File: src/rtl/stg_mo_pkg.sv
// Shared encodings and helpers for the memory-output stage.
// Holds the op codes, the FSM state type and the flattened-bus slice helper.
package stg_mo_pkg;

    localparam logic [1:0] MO_OP_NONE  = 2'd0;
    localparam logic [1:0] MO_OP_LOAD  = 2'd1;
    localparam logic [1:0] MO_OP_STORE = 2'd2;

    typedef enum logic {
        MO_ST_IDLE = 1'b0,
        MO_ST_WAIT = 1'b1
    } mo_state_t;

    // Bit offset of a port's slice inside a flattened per-port bus.
    function automatic int unsigned mo_slice_lo(input int unsigned port, input int unsigned width);
        return port * width;
    endfunction

endpackage

File: src/rtl/stg_mo_port_mux.sv
// One-hot memory port decode: fans the active request out to a single port
// and selects that port's ack and read data back.
module stg_mo_port_mux
    import stg_mo_pkg::*;
#(
    parameter int NPORTS = 2,
    parameter int DATA_W = 24,
    parameter int PSEL_W = 1
) (
    input  logic                       act,
    input  logic [PSEL_W-1:0]          sel,
    input  logic                       we,
    input  logic                       wide,
    input  logic [2*DATA_W-1:0]        wdata,
    input  logic [NPORTS-1:0]          mem_ack,
    input  logic [NPORTS*2*DATA_W-1:0] mem_rdata,
    output logic [NPORTS-1:0]          mem_req,
    output logic [NPORTS-1:0]          mem_we,
    output logic [NPORTS-1:0]          mem_wide,
    output logic [NPORTS*2*DATA_W-1:0] mem_wdata,
    output logic                       ack_sel,
    output logic [2*DATA_W-1:0]        rdata_sel
);

    always_comb begin
        mem_req   = '0;
        mem_we    = '0;
        mem_wide  = '0;
        mem_wdata = '0;
        ack_sel   = 1'b0;
        rdata_sel = '0;
        for (int p = 0; p < NPORTS; p++) begin
            if (act && (sel == PSEL_W'(p))) begin
                mem_req[p]  = 1'b1;
                mem_we[p]   = we;
                mem_wide[p] = wide;
                mem_wdata[mo_slice_lo(p, 2*DATA_W) +: 2*DATA_W] = wdata;
                ack_sel     = mem_ack[p];
                rdata_sel   = mem_rdata[mo_slice_lo(p, 2*DATA_W) +: 2*DATA_W];
            end
        end
    end

endmodule

File: src/rtl/stg_mo_mp.sv
// Memory-output pipeline stage between MA and WB: drives N req/ack memory
// ports, holds upstream while a request is outstanding, faults on timeout.
module stg_mo_mp
    import stg_mo_pkg::*;
#(
    parameter int NPORTS  = 2,
    parameter int DATA_W  = 24,
    parameter int TIMEOUT = 15,
    parameter int PSEL_W  = (NPORTS > 1) ? $clog2(NPORTS) : 1
) (
    input  logic                       iw_clk,
    input  logic                       iw_rst_n,
    input  logic                       iw_valid,
    input  logic [1:0]                 iw_op,
    input  logic                       iw_wide,
    input  logic [PSEL_W-1:0]          iw_port,
    input  logic [DATA_W-1:0]          iw_result,
    input  logic [2*DATA_W-1:0]        iw_wdata,
    input  logic                       iw_flush,
    output logic                       ow_stall,
    output logic [NPORTS-1:0]          ow_mem_req,
    output logic [NPORTS-1:0]          ow_mem_we,
    output logic [NPORTS-1:0]          ow_mem_wide,
    output logic [NPORTS*2*DATA_W-1:0] ow_mem_wdata,
    input  logic [NPORTS-1:0]          iw_mem_ack,
    input  logic [NPORTS*2*DATA_W-1:0] iw_mem_rdata,
    output logic                       ow_valid,
    output logic [DATA_W-1:0]          ow_result,
    output logic [2*DATA_W-1:0]        ow_wide_result,
    output logic                       ow_fault,
    output mo_state_t                  ow_dbg_state
);

    // Handshake: a port request is held until its ack; the ack cycle completes
    // the op, and ow_stall is high exactly while a request is unacknowledged.

    mo_state_t           state, state_n;
    logic [7:0]          cnt, cnt_n;
    logic [1:0]          r_op;
    logic                r_wide;
    logic [PSEL_W-1:0]   r_port;
    logic [DATA_W-1:0]   r_result;
    logic [2*DATA_W-1:0] r_wdata;

    logic                is_mem_op, port_ok, act, capture;
    logic [PSEL_W-1:0]   sel;
    logic [1:0]          cur_op;
    logic                cur_wide;
    logic [DATA_W-1:0]   cur_result;
    logic [2*DATA_W-1:0] wdata_c, rdata_sel;
    logic                ack_sel;

    logic                valid_n, fault_n;
    logic [DATA_W-1:0]   res_n;
    logic [2*DATA_W-1:0] wres_n;

    assign is_mem_op = (iw_op == MO_OP_LOAD) || (iw_op == MO_OP_STORE);

    generate
        if ((1 << PSEL_W) == NPORTS) begin : g_port_full
            assign port_ok = 1'b1;
        end else begin : g_port_range
            assign port_ok = (32'(iw_port) < 32'(NPORTS));
        end
    endgenerate

    // In WAIT the request is replayed from the captured registers.
    always_comb begin
        cur_op     = iw_op;
        cur_wide   = iw_wide;
        cur_result = iw_result;
        sel        = iw_port;
        wdata_c    = iw_wide ? iw_wdata : {{DATA_W{1'b0}}, iw_result};
        act        = iw_valid && is_mem_op && port_ok;
        if (state == MO_ST_WAIT) begin
            cur_op     = r_op;
            cur_wide   = r_wide;
            cur_result = r_result;
            sel        = r_port;
            wdata_c    = r_wdata;
            act        = 1'b1;
        end
        if (!iw_rst_n || iw_flush) begin
            act = 1'b0;
        end
    end

    stg_mo_port_mux #(
        .NPORTS (NPORTS),
        .DATA_W (DATA_W),
        .PSEL_W (PSEL_W)
    ) u_port_mux (
        .act       (act),
        .sel       (sel),
        .we        (cur_op == MO_OP_STORE),
        .wide      (cur_wide),
        .wdata     (wdata_c),
        .mem_ack   (iw_mem_ack),
        .mem_rdata (iw_mem_rdata),
        .mem_req   (ow_mem_req),
        .mem_we    (ow_mem_we),
        .mem_wide  (ow_mem_wide),
        .mem_wdata (ow_mem_wdata),
        .ack_sel   (ack_sel),
        .rdata_sel (rdata_sel)
    );

    assign ow_stall     = act && !ack_sel;
    assign ow_dbg_state = state;

    always_comb begin
        state_n = state;
        cnt_n   = cnt;
        capture = 1'b0;
        valid_n = 1'b0;
        fault_n = 1'b0;
        res_n   = '0;
        wres_n  = '0;
        if (iw_flush) begin
            state_n = MO_ST_IDLE;
            cnt_n   = 8'd0;
        end else begin
            case (state)
                MO_ST_IDLE: begin
                    if (iw_valid) begin
                        if (!is_mem_op) begin
                            valid_n = 1'b1;
                            res_n   = iw_result;
                            wres_n  = {{DATA_W{1'b0}}, iw_result};
                        end else if (!port_ok) begin
                            valid_n = 1'b1;
                            fault_n = 1'b1;
                        end else if (!ack_sel) begin
                            state_n = MO_ST_WAIT;
                            cnt_n   = 8'd1;
                            capture = 1'b1;
                        end
                    end
                end
                MO_ST_WAIT: begin
                    if (!ack_sel) begin
                        if (cnt == 8'(TIMEOUT)) begin
                            state_n = MO_ST_IDLE;
                            cnt_n   = 8'd0;
                            valid_n = 1'b1;
                            fault_n = 1'b1;
                        end else begin
                            cnt_n = (cnt == 8'hFF) ? cnt : cnt + 8'd1;
                        end
                    end else begin
                        state_n = MO_ST_IDLE;
                        cnt_n   = 8'd0;
                    end
                end
                default: state_n = MO_ST_IDLE;
            endcase
            // A selected ack only occurs for a live, in-range memory op.
            if (ack_sel) begin
                valid_n = 1'b1;
                if (cur_op == MO_OP_LOAD) begin
                    res_n  = rdata_sel[DATA_W-1:0];
                    wres_n = cur_wide ? rdata_sel : {{DATA_W{1'b0}}, rdata_sel[DATA_W-1:0]};
                end else begin
                    res_n  = cur_result;
                    wres_n = wdata_c;
                end
            end
        end
    end

    always_ff @(posedge iw_clk or negedge iw_rst_n) begin
        if (!iw_rst_n) begin
            state          <= MO_ST_IDLE;
            cnt            <= 8'd0;
            r_op           <= MO_OP_NONE;
            r_wide         <= 1'b0;
            r_port         <= '0;
            r_result       <= '0;
            r_wdata        <= '0;
            ow_valid       <= 1'b0;
            ow_fault       <= 1'b0;
            ow_result      <= '0;
            ow_wide_result <= '0;
        end else begin
            state          <= state_n;
            cnt            <= cnt_n;
            ow_valid       <= valid_n;
            ow_fault       <= fault_n;
            ow_result      <= res_n;
            ow_wide_result <= wres_n;
            if (capture) begin
                r_op     <= iw_op;
                r_wide   <= iw_wide;
                r_port   <= iw_port;
                r_result <= iw_result;
                r_wdata  <= wdata_c;
            end
        end
    end

endmodule

File: config.mk
export PLATFORM = sky130hd
export DESIGN_NAME = stg_mo_mp
export DESIGN_NICKNAME = d
export VERILOG_FILES = /design/src/rtl/stg_mo_pkg.sv /design/src/rtl/stg_mo_port_mux.sv /design/src/rtl/stg_mo_mp.sv
export SDC_FILE = /design/constraint.sdc
export NUM_CORES = 1
export LEC_CHECK = 0
export CAP_MARGIN = 25
export CORE_MARGIN = 4
export CORE_UTILIZATION = 40
export CTS_BUF_LIST = sky130_fd_sc_hd__clkbuf_4
export CTS_CLUSTER_DIAMETER = 30
export CTS_CLUSTER_SIZE = 20
export DETAILED_ROUTE_END_ITERATION = 7
export PLACE_DENSITY = 0.75
export SETUP_SLACK_MARGIN = 0.2
export SLEW_MARGIN = 20
export SYNTH_ARGS = -nofsm -noshare
export SYNTH_HDL_FRONTEND = slang
export SYNTH_SLANG_ARGS = --single-unit
export TNS_END_PERCENT = 20
File: constraint.sdc
create_clock -name iw_clk -period 2.4 [get_ports iw_clk]
set_clock_uncertainty 0.1 [all_clocks]
set_input_delay 0.36 -clock iw_clk [delete_from_list [all_inputs] [get_ports iw_clk]]
set_output_delay 0.36 -clock iw_clk [all_outputs]
set_load 0.02 [all_outputs]
### After elaboration in Yosys (flattened, before gate mapping)

Cells that the tools add are included.

| cells by class | value |
|---|---|
| magnitude comparators | 0 |
| bitwise operators | 2 |
| $mul | 0 |
| shifts and indexed selects | 0 |
| div/mod/pow operators | 0 |
| equality and inequality tests | 10 |
| $add $sub $neg | 1 |
| muxes and demuxes | 59 |
| reductions and logical operators | 9 |

Operators with widths:

| operator | count |
|---|---|
| 48-bit 2-to-1 mux | 10 |
| 24-bit 2-to-1 mux | 10 |
| 8-bit 2-to-1 mux | 7 |
| 1-bit 2-to-1 mux | 27 |
| 8-bit one-hot mux with 2 select lines | 1 |
| 3-bit != test (second input constant) | 3 |
| 8-bit by 1-bit adder with 8-bit output (second input constant) | 1 |
| 8-bit by 4-bit equality test with 1-bit output (second input constant) | 1 |
| 8-bit equality test (second input constant) | 1 |
| 1-bit one-hot mux with 2 select lines | 3 |
| 5-bit != test (second input constant) | 1 |
| 2-bit by 1-bit equality test with 1-bit output (second input constant) | 2 |
| 2-bit equality test (second input constant) | 2 |
| 1-bit logical AND | 4 |
| 4-bit AND reduction | 1 |
| 1-bit zero test | 2 |
| 1-bit logical OR | 2 |
| 2-bit 2-to-1 mux | 1 |
| 1-bit NOT | 2 |

| word-level totals | value |
|---|---|
| input bits | 178 |
| word-level logic and storage cells | 92 |
| memory bits (read-only) | 0 |
| latch bits | 0 |
| RAM bits | 0 |
| flip-flop bits (word level) | 159 |
| memories kept | 0 |
| output and inout port bits | 178 |

### Depth between registers and ports, before layout

Gate-level depths: netlist (run 1).

| depth | value |
|---|---|
| depth after elaboration | 13 |
| gate-level depth with buffers | 9 |
| gate-level depth less buffers | 6 |

### Modules after synthesis

From an unflattened synthesis (run 1), not the netlist that was laid out.

| second synthesis, totals | value |
|---|---|
| cells, all modules | 961 |
| area, all modules | 9,255.1 um2 |

Modules (own cells, without submodules):

| module | instances | area an instance (um2) | sequential area each (um2) | cells an instance |
|---|---|---|---|---|
| stg_mo_mp | 1 | 7,663.6 | 3,978.8 | 734 |
| stg_mo_port_mux | 1 | 1,591.5 | 0.0 | 227 |

### Least setup slack after synthesis (run 1)

OpenSTA, ideal clock, no wires.

| path | value |
|---|---|
| path type | flip-flop to output port |
| from | reg state (netlist: ow_dbg_state) |
| to | out ow_mem_wdata[48] |
| path buffers | 4 |
| stages on the path, launching flop included | 8 |
| data required time | 1,940 ps |
| arrival time | 2,146 ps |
| slack | -206 ps |
| path through | dfrtp_1 -> buf_4 -> mux2_2 -> clkbuf_1 -> buf_2 -> nand2_1 -> clkbuf_1 -> nor2_1 |

| between the ends | value |
|---|---|
| word-level cells in the longest chain between the ends | 4 |
| elaborated cells between the ends (all ways) | 6 |
| classes of those cells | mux: 5; reduce/logical: 1 |

RTL lines:

| item | line | text |
|---|---|---|
| from (decl) | stg_mo_mp.sv:37 | `mo_state_t state, state_n;` |
| from (signal assigned) | stg_mo_mp.sv:185 | `state <= state_n;` |
| 1-bit 2-to-1 mux | stg_mo_mp.sv:75 | `if (state == MO_ST_WAIT) begin` |
| 1-bit 2-to-1 mux | stg_mo_mp.sv:83 | `if (!iw_rst_n \|\| iw_flush) begin` |
| 1-bit logical AND | stg_mo_port_mux.sv:33 | `if (act && (sel == PSEL_W'(p))) begin` |
| 48-bit 2-to-1 mux * | stg_mo_port_mux.sv:33 |  |
| to (decl) | stg_mo_mp.sv:24 | `output logic [NPORTS*2*DATA_W-1:0] ow_mem_wdata,` |

Mark *: on every way between the ends. The rest lies on a longest branch, timed or not.

### Final worst setup path (run 1)

| path | value |
|---|---|
| from | reg state (netlist: ow_dbg_state) |
| to | out ow_mem_wdata[46] |

| between the ends | value |
|---|---|
| word-level cells in the longest chain between the ends | 4 |
| elaborated cells between the ends (all ways) | 7 |
| classes of those cells | mux: 5; bitwise: 1; reduce/logical: 1 |

RTL lines:

| item | line |
|---|---|
| 1-bit 2-to-1 mux | stg_mo_mp.sv:75 |
| 1-bit 2-to-1 mux or 1-bit NOT (tied branches) | stg_mo_mp.sv:83, stg_mo_port_mux.sv:33 |
| 1-bit logical AND | stg_mo_port_mux.sv:33 |
| 48-bit 2-to-1 mux * | stg_mo_port_mux.sv:33 |

Marks and branches as above.

==> run metrics, run 1 <==
post-synthesis register bit count=159; gr usage total=0.270; Tcrit/Tclk final=1.09; most frequent cells in the layout=249 x clkdlybuf4s50_1, 158 x dfrtp_1, 145 x buf_4; DR vias=9121; Clock Tree Root=clkbuf_4; sequential fraction of the synthesis area=0.467; EDFF count, synth=0; Synth async-reset ratio=1.00; Worst EP arrival=about 2.2 ns; Worst Setup End Kind=output port; fill count=roughly 1500; Leakage Power=between 6 and 7 nW; PwrDens=between 500 and 600 nW/µm²; Rel. slew slack=0.385; Mapped Nets=between 1000 and 1500; top cell type's share of synthesized area=0.467; Crit Path Category=register to output port; H-tree depth=4; critical path required time=1.94 ns; clock tree buffer depth=2; cells after synthesis=slightly above 900; synthesis warning total=0; Reg area=3980 µm²; core area=21000 µm²; Setup WS post-layout=-0.216 ns; failing checks=negative setup slack; port bufs=roughly 360; DRT Wirelength=~34000 µm; largest net degree at the start of global routing=approximately 160; outcome=finished, violations left; post-layout total power=just under 8 mW; Initial Util=0.406; Setup TNS=-18.18 ns; first-pass GRT wire length=between 50000 and 60000 µm; Synth area leaders=dfrtp_1 47%, mux2i_1 8.5%, nor2_1 6.7%; crit path launch type=register; post-route ant nets=0; Skew-Pair Late Insertion Delay=~0.55 ns; Synth Flop Type=dfrtp_1; Inserted Clock Buffers=17; most common cell after layout, fill and taps aside=clkdlybuf4s50_1; drc violations=0; hold_ws=around 0.4 ns; share of cells above drive strength 1=0.349; Layout area overhead=78.3%; TritonCTS Sinks=~160; maximum vdd ir drop=0.000265 V; Max Clk Rate=382 MHz; multi-input logic area=5000 µm²; vias in the first global route=between 9000 and 10000; Setup violations, final=around 140; crit path time final=~2.6 ns; Post-Place Setup Slack=-0.417 ns; nets=about 1600; worst hold path class=register to register; die span in x=about 150 µm; clk slew on worst S/H paths=between 0.1 and 0.15 ns; GR Overflow Total=0; worst slew pin tran=roughly 0.92 ns; crit-path max FO=6; MaxCap Viol Count=0; initial antenna violation count=2; Vert. Die Dim=approximately 150 µm; Final HPWL DP=around 23000 µm; final core occ=0.723; routed length per instance=between 20 and 25 µm; Synth cell types=48; Synth area leader=dfrtp_1; Routability Congestion=~0.87; RSZ-0062 raised after global routing=true; Initial DRC Count=414; Synth Area per Inst=between 9 and 10 µm²; number of vias per cell=between 5 and 6; Synth Cell Area=between 8000 and 9000 µm²; Die ar.=about 24000 µm²; first-pass iteration count of the detailed router=4; row count=53; io pins=356; Hold Vio Cnt, Final=0; Slew Viols, Final=0; TritonCTS clock tree=done
## power by group
| group | internal, mW | leakage [nW] | switching, mW | total (mW) |
|---|---|---|---|---|
| sequential | 3.07 | 2.09 | 0.248 | 3.32 |
| clock | 0.733 | 0.149 | 1.01 | 1.74 |
| combinational | 1.45 | 4.69 | 1.39 | 2.84 |
| total | 5.25 | 6.93 | 2.64 | 7.90 |
## final cells by class
class / count / area share
clock buffers: 18 / 0.00889
inverters: 7 / 0.00173
repair buffers: 537 / 0.365
well taps: 275 / 0.0226
flip-flops and latches: 159 / 0.262
diodes: 2 / 0.000329
clock inverters: 13 / 0.0108
multi-input cells: 669 / 0.329
## path summary, 6_finish.rpt
path / from / to / slack (ns) / depth (start not counted)
worst min register to register: r_wdata[20]$_DFFE_PN0P_ / r_wdata[20]$_DFFE_PN0P_ / 0.40 / 2
worst max register to register: ow_dbg_state$_DFF_PN0_ / cnt[5]$_DFFE_PN0P_ / -0.16 / 8
worst min-delay path: r_wdata[20]$_DFFE_PN0P_ / r_wdata[20]$_DFFE_PN0P_ / 0.40 / 2
max in group asynchronous: iw_rst_n / ow_wide_result[1]$_DFF_PN0_ / 1.00 / 3
min in group asynchronous: iw_rst_n / r_wdata[33]$_DFFE_PN0P_ / 0.41 / 3
worst max-delay path: ow_dbg_state$_DFF_PN0_ / ow_mem_wdata[46] / -0.22 / 7
## Yosys cell counts, types with 5 or more instances
| cell | n |
|---|---|
| buf_4 | 6 |
| inv_1 | 6 |
| dfrtp_1 | 159 |
| nor2_1 | 152 |
| nand3_1 | 6 |
| o21ai_0 | 39 |
| a221oi_1 | 24 |
| o22a_1 | 25 |
| a21o_1 | 24 |
| clkbuf_1 | 53 |
| nand2_1 | 113 |
| o21ai_1 | 13 |
| buf_2 | 11 |
| a22oi_1 | 24 |
| buf_1 | 5 |
| a21oi_1 | 83 |
| mux2i_1 | 72 |
| mux2_4 | 26 |
| a22o_1 | 24 |
## worst max-delay path, stage by stage (launching register included)
cell       delay [ns]
dfrtp_4          0.54
buf_6            0.15
nor2b_4          0.26
clkbuf_16        0.23
a22oi_2          0.07
buf_6            0.15
nor2_4           0.08
buf_6            0.12
## sequential cells by signal, indices dropped and copies added, names as in the netlist
register,cells
r_port,1
r_op,2
r_result,24
r_wdata,48
cnt,8
ow_fault,1
ow_dbg_state,1
ow_result,24
ow_wide_result,48
r_wide,1
ow_valid,1
## kinds of logic (layout without fill, tap and decap cells)
group,after synthesis,after routing,share of synthesized area
flip-flops,159,159,0.467
XOR/XNOR,2,2,0.00205
AND/OR/NAND/NOR,291,292,0.136
adder cells (fa/ha/maj),1,1,0.00147
multiplexers,102,102,0.137
other,0,2,0
buffers and inverters,86,575,0.0456
AO/OA/AOI/OAI,272,272,0.212
## metal layers
layer | vias to the layer above | track usage | share of wire
met4 | 0 | 0.0942 | 0.030
met5 | - | 0 | 0
met1 | 4453 | 0.327 | 0.39
li1 | 4216 | - | -
met3 | 60 | 0.0529 | 0.067
met2 | 392 | 0.480 | 0.52
## through the flow
stage,cell area (µm²),cells
after global placement,14000,1618
after global routing,15200,1680
final,15200,1680
after CTS,14600,1665
after floorplan,9010,913
after detailed placement,14000,1618
## timing repair
| action | CTS | global route |
|---|---|---|
| endpoints found under the hold margin | 160 | 0 |
| setup buffers | 7 | 7 |
| hold buffers | 2 | 0 |
| endpoints found under the setup margin | 180 | 233 |
| gates resized for setup | 407 | 271 |
| pin swaps | 2 | 21 |
| cloned | 7 | 6 |
Note: power is estimated with default switching activity, not from simulation.
==> run 2: changes to the inputs <==
Settings changed: SETUP_SLACK_MARGIN 0.2 to 0.5.
==> run metrics, run 2 (same netlist as run 1, synthesis figures left out) <==
H-tree depth=4; WHS Path Cells=3; Max Clk Rate=377 MHz; MaxCap Viol Count=0; nets=between 1500 and 2000; crit path time final=between 2 and 3 ns; port bufs=roughly 360; Rel. slew slack=0.401; Clock power frac=0.216; routed length per instance=21.0 µm; Worst Hold Path EP=r_wide$_DFFE_PN0P_; most frequent cells in the layout=175 x clkdlybuf4s50_1, 158 x dfrtp_1, 152 x buf_4; DRT Wirelength=35200 µm; min-delay src=iw_wide; TritonCTS Sinks=~160; Crit Path Category=register to output port; Worst Reg-to-Reg Cells=10; Initial Util=0.406; Vert. Die Dim=~150 µm; CP top delay family=buffers and inverters; crit-path max FO=8; final instance area=about 15000 µm²; share of cells above drive strength 1=0.356; Hold Vio Cnt, Final=0; first-pass iteration count of the detailed router=5; clock tree buffer depth=2; outcome=finished, violations left; largest net degree at the start of global routing=approximately 160; Inserted Clock Buffers=17; Psw=2.77 mW; critical path required time=about 1.9 ns; Initial DRC Count=about 470; DR vias=9168; CP cell instances=buf_12, mux2_4, nand2_8, buf_12, buf_16, nor2_4, buf_6; clk slew on worst S/H paths=about 0.13 ns; gr usage total=0.279; Slowest-stage cell, CP=dfrtp_4; drc violations=0; number of vias per cell=around 5.5; most common cell after layout, fill and taps aside=clkdlybuf4s50_1; RSZ-0062 raised after global routing=true; worst slew pin tran=around 0.90 ns; io pins=between 300 and 400; post-place instance area=approximately 14000 µm²; Clock Tree Root=clkbuf_4; Setup violations, final=slightly above 200; die span in x=around 150 µm; Worst EP arrival=2.19 ns; failing checks=negative setup slack; PwrDens=about 510 nW/µm²; Worst Setup End Kind=output port; maximum vdd ir drop=0.000306 V; Tcrit/Tclk final=1.11; post-layout total power=between 7 and 8 mW; Layout area overhead=81.6%; CP Buf/Inv Count=4; Routability Congestion=0.876; Die ar.=23700 µm²; first-pass GRT wire length=about 52000 µm; crit path launch type=register; Flop pwr share=0.422; Largest regs=ow_wide_result: 48 flops, r_wdata: 48 flops; Reg-to-Reg End=r_wdata[38]$_DFFE_PN0P_; TritonCTS clock tree=done; initial antenna violation count=2; vias in the first global route=~9200; crit-path most repeated cell=buf_12; Sw Ratio=0.349; worst reg2reg path startpoint=ow_dbg_state$_DFF_PN0_; Final HPWL DP=23500 µm; Skew-Pair Late Insertion Delay=around 0.56 ns; R2R setup slack=-0.25 ns; post-route ant nets=0; CP peak stage delay=0.51 ns; Slew Viols, Final=0; GR Overflow Total=0; Comb power frac=0.362; core area=21000 µm²; Leakage Power=roughly 8.3 nW; row count=between 50 and 60; Setup WS post-layout=-0.254 ns; P_int=between 5 and 6 mW; worst hold path class=input pin to register
[run 2: cell count changes in the layout (fill, tap and decap cells not counted), moves of 7 or more]
cell             delta
nor2_1             +12
buf_4               +7
nor2_2             -12
a21oi_1            -10
mux2i_1             -7
dlymetal6s2s_1     +75
clkdlybuf4s15_2     -7
clkbuf_2           -10
clkdlybuf4s50_1    -74
mux2i_2             +7
[run 2: repair_timing]
item	CTS	global route
hold buffers	1	0
pin swaps	5	21
gates resized for setup	607	194
endpoints found under the setup margin	337	337
setup buffers	18	7
cloned	6	2
hold endpoints to repair	159	0
[run 2: stage by stage]
stage	util	std cells	TNS, ns	hold slack (ns)	worst slack [ns]
after CTS	0.703	1663	-40.47	0.223	-0.318
after detailed placement	0.663	1607	-51.98	0.211	-0.406
after floorplan	-	913	0	-0.0356	0.0596
after global placement	0.663	1607	-47.30	0.207	-0.379
final	0.737	1674	-32.85	0.264	-0.254
after global routing	0.737	1674	-50.13	0.225	-0.357
[run 2: final cells by class]
cell class / instances / area, µm²
multi-input combinational: 668 / 5130
tap: 275 / 344
clock buffer: 18 / 135
fill: 1465 / 5540
sequential: 159 / 3980
clock inverter: 13 / 155
timing repair buffer: 532 / 5710
antenna: 2 / 5.00
inverter: 7 / 26.3
[run 2: worst reg2reg max path: cells and delay by family (launching register included)]
kind | cells | cell delay [ns]
buf+inv | 5 | 0.85
mux | 2 | 0.57
flops | 1 | 0.51
compound gates | 2 | 0.43
simple gates | 1 | 0.08
[run 2: routing by layer]
layer	GRT usage	part of all wire	wire, µm	vias to the layer above
li1	-	-	-	4204
met1	0.347	0.40	13900	4516
met2	0.471	0.50	17700	370
met3	0.0608	0.060	2110	78
met4	0.116	0.040	1410	0
met5	0	0	0	-
[run 2: power groups by stage]
stage                     registers [mW]  clock network [mW]  logic [mW]
after floorplan                     3.37                   0        1.30
after global placement              3.35                   0        2.49
after detailed placement            3.36                   0        2.55
after CTS                           3.33                1.75        2.74
after global routing                3.39                1.88        3.07
final                               3.35                1.72        2.88
[run 2: how the worst max path moves through the flow]
| stage | startpoint | end | slack (ns) | depth (start not counted) |
|---|---|---|---|---|
| CTS | ow_dbg_state$_DFF_PN0_ | ow_mem_wdata[76] | -0.32 | 7 |
| finish | ow_dbg_state$_DFF_PN0_ | ow_mem_wdata[75] | -0.25 | 7 |
| detailed placement | iw_op[0] | ow_mem_wdata[41] | -0.41 | 8 |
| floorplan | ow_dbg_state$_DFF_PN0_ | r_result[10]$_DFFE_PN0P_ | 0.06 | 7 |
| global route | ow_dbg_state$_DFF_PN0_ | ow_stall | -0.36 | 6 |
| global placement | iw_flush | ow_mem_wdata[48] | -0.38 | 8 |
